<file path="config.mk">
export PLATFORM = sky130hd
export DESIGN_NAME = bcd_scan_ctrl
export DESIGN_NICKNAME = d
export VERILOG_FILES = /design/src/rtl/bcd_scan_ctrl.sv
export SDC_FILE = /design/constraint.sdc
export NUM_CORES = 1
export LEC_CHECK = 0
export ABC_AREA = 1
export BUFFER_PORTS_ARGS = -buffer_cell sky130_fd_sc_hd__buf_4
export CORE_MARGIN = 3
export CORE_UTILIZATION = 30
export DETAILED_ROUTE_END_ITERATION = 6
export GPL_TIMING_DRIVEN = 0
export PLACE_DENSITY = 0.45
export SLEW_MARGIN = 25
export SYNTH_ARGS = -nofsm -noshare
export SYNTH_HDL_FRONTEND = slang
export SYNTH_SLANG_ARGS = --single-unit
</file>
<file path="constraint.sdc">
create_clock -name CLK -period 3.6 [get_ports CLK]
set_clock_uncertainty 0.2 [all_clocks]
set_input_delay 0.72 -clock CLK [delete_from_list [all_inputs] [get_ports CLK]]
set_output_delay 0.72 -clock CLK [all_outputs]
set_load 0.005 [all_outputs]
</file>
<file path="src/rtl/bcd_scan_ctrl.sv">
// bcd_scan_ctrl
//   Shares one BCD-to-one-of-ten decoder across NDIG digits of a multiplexed
//   indicator. A packed BCD word is accepted over valid/ready into a pending
//   buffer. It is promoted to the active buffer only at a frame boundary, or
//   on leaving IDLE, so the display never shows a mix of old and new digits.
//   Each digit is shown for DWELL cycles and is followed by a one-cycle blank.
//
// Ports
//   CLK, nRST        clock / synchronous active-high reset
//   Enable           scan enable; low drops to IDLE with blank outputs
//   LoadValid/Ready  load handshake; LoadReady = pending buffer empty
//   LoadData         packed BCD, digit i at [4i+3:4i], digit 0 scanned first
//   DigSel           one-hot digit select (registered), zero while blank
//   DECOut           one-of-ten decode of the active digit (registered)
//   DigErr           active digit is 10..15 (registered)
//   ScanDone         high during the blank that closes a frame (registered)
module bcd_scan_ctrl #(
    parameter int NDIG  = 4,
    parameter int DWELL = 4
) (
    input  logic                CLK,
    input  logic                nRST,
    input  logic                Enable,
    input  logic                LoadValid,
    output logic                LoadReady,
    input  logic [4*NDIG-1:0]   LoadData,
    output logic [NDIG-1:0]     DigSel,
    output logic [9:0]          DECOut,
    output logic                DigErr,
    output logic                ScanDone
);

    localparam int              IW      = (NDIG > 1) ? $clog2(NDIG) : 1;
    localparam logic [IW-1:0]   LAST    = IW'(NDIG - 1);
    localparam logic [7:0]      DW_LAST = 8'(DWELL - 1);

    typedef enum logic [1:0] {IDLE, SHOW, BLANK} state_t;

    state_t                  state_q, state_d;
    logic [IW-1:0]           idx_q, idx_d;
    logic [7:0]              dwell_q, dwell_d;
    logic [NDIG-1:0][3:0]    act_q, act_d;
    logic [NDIG-1:0][3:0]    pend_q, pend_d;
    logic                    act_vld_q, act_vld_d;
    logic                    pend_full_q, pend_full_d;
    logic [NDIG-1:0]         dig_sel_q, dig_sel_d;
    logic [9:0]              dec_q, dec_d;
    logic                    err_q, err_d;
    logic                    done_q, done_d;

    logic                    promote;
    logic [3:0]              digit;

    assign LoadReady = !pend_full_q;
    assign DigSel    = dig_sel_q;
    assign DECOut    = dec_q;
    assign DigErr    = err_q;
    assign ScanDone  = done_q;

    always_comb begin
        state_d     = state_q;
        idx_d       = idx_q;
        dwell_d     = dwell_q;
        act_d       = act_q;
        act_vld_d   = act_vld_q;
        pend_d      = pend_q;
        pend_full_d = pend_full_q;
        promote     = 1'b0;

        // A load can only land while pending is empty, and a promote only
        // happens while pending is full, so the two never collide.
        if (LoadValid && !pend_full_q) begin
            pend_d      = LoadData;
            pend_full_d = 1'b1;
        end

        case (state_q)
            IDLE: begin
                if (Enable && (act_vld_q || pend_full_q)) begin
                    state_d = SHOW;
                    idx_d   = '0;
                    dwell_d = '0;
                    promote = pend_full_q;
                end
            end
            SHOW: begin
                if (!Enable) begin
                    state_d = IDLE;
                    idx_d   = '0;
                    dwell_d = '0;
                end else if (dwell_q == DW_LAST) begin
                    state_d = BLANK;
                    dwell_d = '0;
                end else begin
                    dwell_d = dwell_q + 8'd1;
                end
            end
            BLANK: begin
                if (!Enable) begin
                    state_d = IDLE;
                    idx_d   = '0;
                    dwell_d = '0;
                end else if (idx_q == LAST) begin
                    state_d = SHOW;
                    idx_d   = '0;
                    promote = pend_full_q;
                end else begin
                    state_d = SHOW;
                    idx_d   = idx_q + 1'b1;
                end
            end
            default: begin
                state_d = IDLE;
                idx_d   = '0;
                dwell_d = '0;
            end
        endcase

        if (promote) begin
            act_d       = pend_q;
            act_vld_d   = 1'b1;
            pend_full_d = 1'b0;
        end

        // Outputs are computed from next-state values so that the registered
        // outputs line up with the state they describe.
        digit     = act_d[idx_d];
        dig_sel_d = '0;
        dec_d     = '0;
        err_d     = 1'b0;
        if (state_d == SHOW) begin
            dig_sel_d = {{(NDIG-1){1'b0}}, 1'b1} << idx_d;
            err_d     = (digit > 4'd9);
            if (digit <= 4'd9)
                dec_d = 10'b1 << digit;
        end
        done_d = (state_d == BLANK) && (idx_d == LAST);
    end

    always_ff @(posedge CLK) begin
        if (nRST) begin
            state_q     <= IDLE;
            idx_q       <= '0;
            dwell_q     <= '0;
            act_vld_q   <= 1'b0;
            pend_full_q <= 1'b0;
            dig_sel_q   <= '0;
            dec_q       <= '0;
            err_q       <= 1'b0;
            done_q      <= 1'b0;
        end else begin
            state_q     <= state_d;
            idx_q       <= idx_d;
            dwell_q     <= dwell_d;
            act_vld_q   <= act_vld_d;
            pend_full_q <= pend_full_d;
            dig_sel_q   <= dig_sel_d;
            dec_q       <= dec_d;
            err_q       <= err_d;
            done_q      <= done_d;
        end
    end

    // Buffer contents are qualified by the valid/full flags, so they need no reset.
    always_ff @(posedge CLK) begin
        act_q  <= act_d;
        pend_q <= pend_d;
    end

endmodule

</file>
==> Yosys cells after proc, flatten, opt, wreduce, memory -nomap -nowiden <==
Cells that the tools add are included.
{ "totals": {"out_inout_bits": 17, "mem_bits_rw": 0, "mem_count": 0, "inputBits": 20, "ff_bits": 62, "latchBits": 0, "mem_bits_ro": 0} }
{ "op_classes": {"n_mul": 0, "n_lt_le_gt_ge": 3, "div": 0, "muxes": 22, "reduce_logical": 10, "shifts": 2, "add_sub_neg": 2, "n_eq_ne": 9, "bitwise": 2} }
{ "ops": {"columns": ["operator", "count"], "rows": [
  ["$mux 8", 4],
  ["$pmux 8 s3", 1],
  ["$mux 16", 1],
  ["$mux 2", 7],
  ["$pmux 2 s3", 2],
  ["$shl 1x4->10 const A", 1],
  ["$add 8x1->8 const B", 1],
  ["$bmux 4 s2", 1],
  ["$eq 2x2->1 const B", 4],
  ["$eq 8x2->1 const B", 1],
  ["$eq 2x1->1 const B", 2],
  ["$gt 4x4->1 const B", 1],
  ["$le 4x4->1 const B", 1],
  ["$mux 1", 4],
  ["$mux 4", 1],
  ["$ne 2x2->1 const B", 2],
  ["$reduce_or 2->1", 2],
  ["$shl 1x2->4 const A", 1],
  ["$logic_and 1x1->1", 3],
  ["$lt 2x3->1 const B", 1],
  ["$reduce_or 3->1", 1],
  ["$add 2x1->2 const B", 1],
  ["$logic_not 2->1", 1],
  ["$not 1->1", 2],
  ["other kinds (4)", 4]
]} }

==> Longest topological paths before layout <==
{ "depth": {"ltp_word": 10, "mapped_depth": 13, "ltp_nobuf": 12} }

==> Worst setup path before layout <==
No wires, ideal clock.
{ "synth_timing": {"kind": "input port to flip-flop", "startpoint": "in Enable", "endpoint": "reg dec_q[0], in the netlist DECOut[0]", "n_path_buf": 2, "cell_stages": 13, "path_slack_ns": 1.394, "arrival_time_ns": 1.894, "setup_time_ns": 0.112, "t_required_ns": 3.288, "cell_sequence": "buf_4 -> inv_2 -> nor2_2 -> nand3_2 -> nand2_4 -> buf_8 -> nand2_1 -> nand3_1 -> nand3_1 -> nand2_1 -> inv_1 -> nand2_1 -> nor2_1"} }
{ "synth_via": {"elab_chain_cells": 9, "word_cells_on_any_way": 21} }
{ "synth_rtl": {"columns": ["item", "line_no", "text"], "rows": [
  ["start: declaration", "23", "input logic Enable,"],
  ["$logic_and 1x1->1", "79", "if (Enable && (act_vld_q || pend_full_q)) begin"],
  ["$mux 1", "79", null],
  ["$pmux 1 s2", "77", "case (state_q)"],
  ["$mux 16", "119", "if (promote) begin"],
  ["$bmux 4 s2", "127", "digit = act_d[idx_d];"],
  ["$mux 4 (not written as such)", "127", null],
  ["$le 4x4->1", "134", "if (digit <= 4'd9)"],
  ["$not 1->1 (no line)", null, null],
  ["$reduce_or 3->1 (no line)", null, null],
  ["end signal: assignment", "148", "dec_q <= '0;"],
  ["end signal: assignment", "158", "dec_q <= dec_d;"],
  ["end: declaration", "47", "logic [9:0] dec_q, dec_d;"]
]} }
Parallel ways exist; a longest one is shown, timed or not. The select of a mux whose other input is x is not followed.
A chain may end at the register's enable or synchronous reset.

==> Final worst setup path <==
{ "layout_timing": {"startpoint": "reg idx_q[0]", "endpoint": "reg dec_q[0], in the netlist DECOut[0]"} }
{ "layout_via": {"elab_chain_cells": 10, "word_cells_on_any_way": 17} }
{ "layout_rtl": {"columns": ["item", "line_no", "text"], "rows": [
  ["start: declaration", "40", "logic [IW-1:0] idx_q, idx_d;"],
  ["start signal: assignment", "153", "idx_q <= idx_d;"],
  ["parallel branches: the longest is 5 deep, another holds $add 2x1->2", null, null],
  ["$bmux 4 s2 (*)", "127", null],
  ["$mux 4 (not written as such) (*)", "127", null],
  ["$le 4x4->1", "134", null],
  ["$not 1->1 (no line)", null, null],
  ["$reduce_or 3->1 (no line)", null, null]
]} }
Every way passes the cells marked *. The select of a mux whose other input is x is not followed.

==> flow_summary.yaml <==
status:
  outcome: "finished, final reports clean"
timing:
  fin_crit_sh_pct: 63.8
  fin_crit_ns: 2.30
  rsz0062_at_grt: "false"
  setup-violations-final: 0
  worst_slew_margin_rel_pct: 48.7
  setup_tns_ns: 0
  tightest_slew_ns: 0.769
  holdWs_ns: 0.241
  maxSlewViolCount: 0
  hold_viol_final: 0
  max_freq_mhz: 435
floorplanning:
  start_util_pct: 31.6
  fp.dieW_microns: 97.4
  io_pins: 37
  die_h_microns: 97.4
  coreArea_sq_um: 7930
  die-area_sq_um: 9500
  row_count: 32
finish:
  final_cell_mix: "nand2_1 (69), dfxtp_1 (46), nand3_1 (38)"
  drive_above_1_share_pct: 22.9
  layout_commonest_cell: "nand2_1"
  nets: 354
  area_delta_synth_final_pct: 21.6
  num_antenna_cells: 0
place:
  post-dp-hpwl_mm: 3.75
  io_buffers: 35
  gp_congestion: 0.796
clocking:
  postCtsSetupBuffers: 0
  clockBufferDepth: 2
  cts_buffers: 9
  clkTransAtPathRegs_ns: 0.07
  cts-root-buf: "clkbuf_8"
  tritoncts: "done"
  clock_sink_count: 62
  htreeDepth: 3
  postCtsHoldBufs: 0
  clock_latency_ns: 0.33
  post_cts_resized: 0
pwr:
  irDropWorstVdd_v: 0.000239
  power.total_uw: 1520
  power_leakage_uw: 0.00133
  powerDensity_nw_per_um2: 499
critical_path:
  crit_fanout: 10
  cp.depth: 13
  crit_top_cell: "nand2_1"
  reg2reg_setup_slack_ns: 1.30
  criticalPathCategory: "reg2reg"
  cp_top_family: "simple AND/OR/NAND/NOR gates"
  r2r_cells: 13
  arrival_ns: 2.32
  cp.required_ns: 3.62
  worst-path-buf-inv: 2
  slowest_stage: "dfxtp_1"
  worstPathCellList: "ha_1, nand2_2, nor2_2, nand3_2, nand2_4, buf_8, nand2_1, nand3_1, nand3_1, nand2_1, inv_1, nand2_1, nor2_1"
  cp-start-kind: "flip-flop"
  max_stage_delay_ns: 0.39
  cp-end-kind: "flip-flop"
synthesis:
  syn_inst: 286
  synth_adder_area_share_pct: 0.998
  synth_top_family_by_area: "simple AND/OR/NAND/NOR gates"
  synth-xor-area-share_pct: 0.349
  avgSynthCellArea_sq_um: 8.77
  synth_area_sq_um: 2510
  synth_cell_type_count: 30
  synth_flop_cell: "dfxtp_1"
  synth_edf_count: 16
  synth-seq-cells: 62
  synth_area_leaders: "dfxtp_1 (37%), edfxtp_1 (19%), nand2_1 (10%)"
  yosys.area_share.simple_pct: 33.3
  synthMuxAreaShare_pct: 0
  synth_fp_nets: 308
  seq_area_frac_synth_pct: 55.9
  synth_top_area_share_pct: 36.7
  async_flop_share_pct: 0
  yosys_warnings: 0
  yosys.area.top_type: "dfxtp_1"
  synth_compound_gate_area_share_pct: 3.04
routing:
  vias: 1896
  drt-initial-drc-count: 116
  drt_wl_total_mm: 5.17
  drcViolationCount: 0
  dr.pass1.iters: 4
  viasPerCell: 4.33
  wl_per_cell_microns: 11.8
  postRouteAntennaNets: 0
global_routing:
  overflow: 0
  grt_max_degree: 17
  grt_pass1_vias: 1839
  track_usage_pct: 11.8
  grt_pass1_wl_mm: 8.91
  antenna_found_initial: 0
min_path:
  min_path_cells: 2
  hold_path_class: "reg2reg"
run:
  max_cap_viol_count: 0
## synth_stat cells, types with 2 or more instances
| cell | instances |
|---|---|
| nand2_1 | 69 |
| dfxtp_1 | 46 |
| nand3_1 | 38 |
| nor2_1 | 32 |
| inv_1 | 24 |
| edfxtp_1 | 16 |
| inv_2 | 6 |
| a21oi_1 | 5 |
| nand3_2 | 5 |
| and2_1 | 4 |
| nand2_2 | 4 |
| nor3_1 | 4 |
| o21ai_0 | 4 |
| nand2_4 | 3 |
| nand4_1 | 3 |
| nor2_2 | 3 |
| nor3b_1 | 3 |
| nor4_1 | 3 |
| buf_4 | 2 |
| ha_1 | 2 |
## report_power, final
part	total, uW	switching [uW]	internal (uW)
Sequential	815	22.4	792
Clock	487	244	243
Combinational	222	136	86.3
## state kept, by name, indices dropped and copies added (netlist names)
signal,flops
DECOut,10
DigErr,1
DigSel,4
ScanDone,1
act_q,16
act_vld_q,1
dwell_q,8
idx_q,2
pend_full_q,1
pend_q,16
state_q,2
## through the flow
stage	cells	utilization (%)	worst slack [ns]	instance area (sq um)
after floorplan	286	-	1.39	2510
after global placement	423	36.6	0.985	2900
after detailed placement	423	36.6	0.985	2900
after CTS	438	38.5	1.27	3050
after global routing	438	38.5	1.04	3050
final	438	38.5	1.30	3050
## logic make-up after synthesis
logic type,after synthesis
AO/OA/AOI/OAI,13
XOR/XNOR,1
adder cells (fa/ha/maj),2
buffers and inverters,35
flip-flops,62
AND/OR/NAND/NOR,173
## final cells by class
class,count,area [sq um]
buffer,4,41.3
clock buffer,12,135
clock inverter,3,15.0
fill,836,4880
inverter,31,121
multi-input combinational,189,947
sequential,62,1400
tap,102,128
timing repair buffer,35,263
## tightest hold or removal path, cell delays in order, from the launching register on
cell and delay (ns):
dfxtp_1 0.31, nand2_1 0.06, nand2_1 0.05
## metal layers
layer | GRT usage [%] | wire [microns] | vias up
met4 | 5.54 | 87 | 0
li1 | - | - | 1026
met3 | 3.88 | 226 | 11
met1 | 15.8 | 2620 | 823
met2 | 17.1 | 2230 | 36
met5 | 0 | 0 | -
## path summary, 6_finish.rpt
kind            start        end
max          idx_q[0]  DECOut[0]
min          act_q[8]   act_q[8]
max reg2reg  idx_q[0]  DECOut[0]
min reg2reg  act_q[8]   act_q[8]
Note: power is estimated with default switching activity, not from simulation.
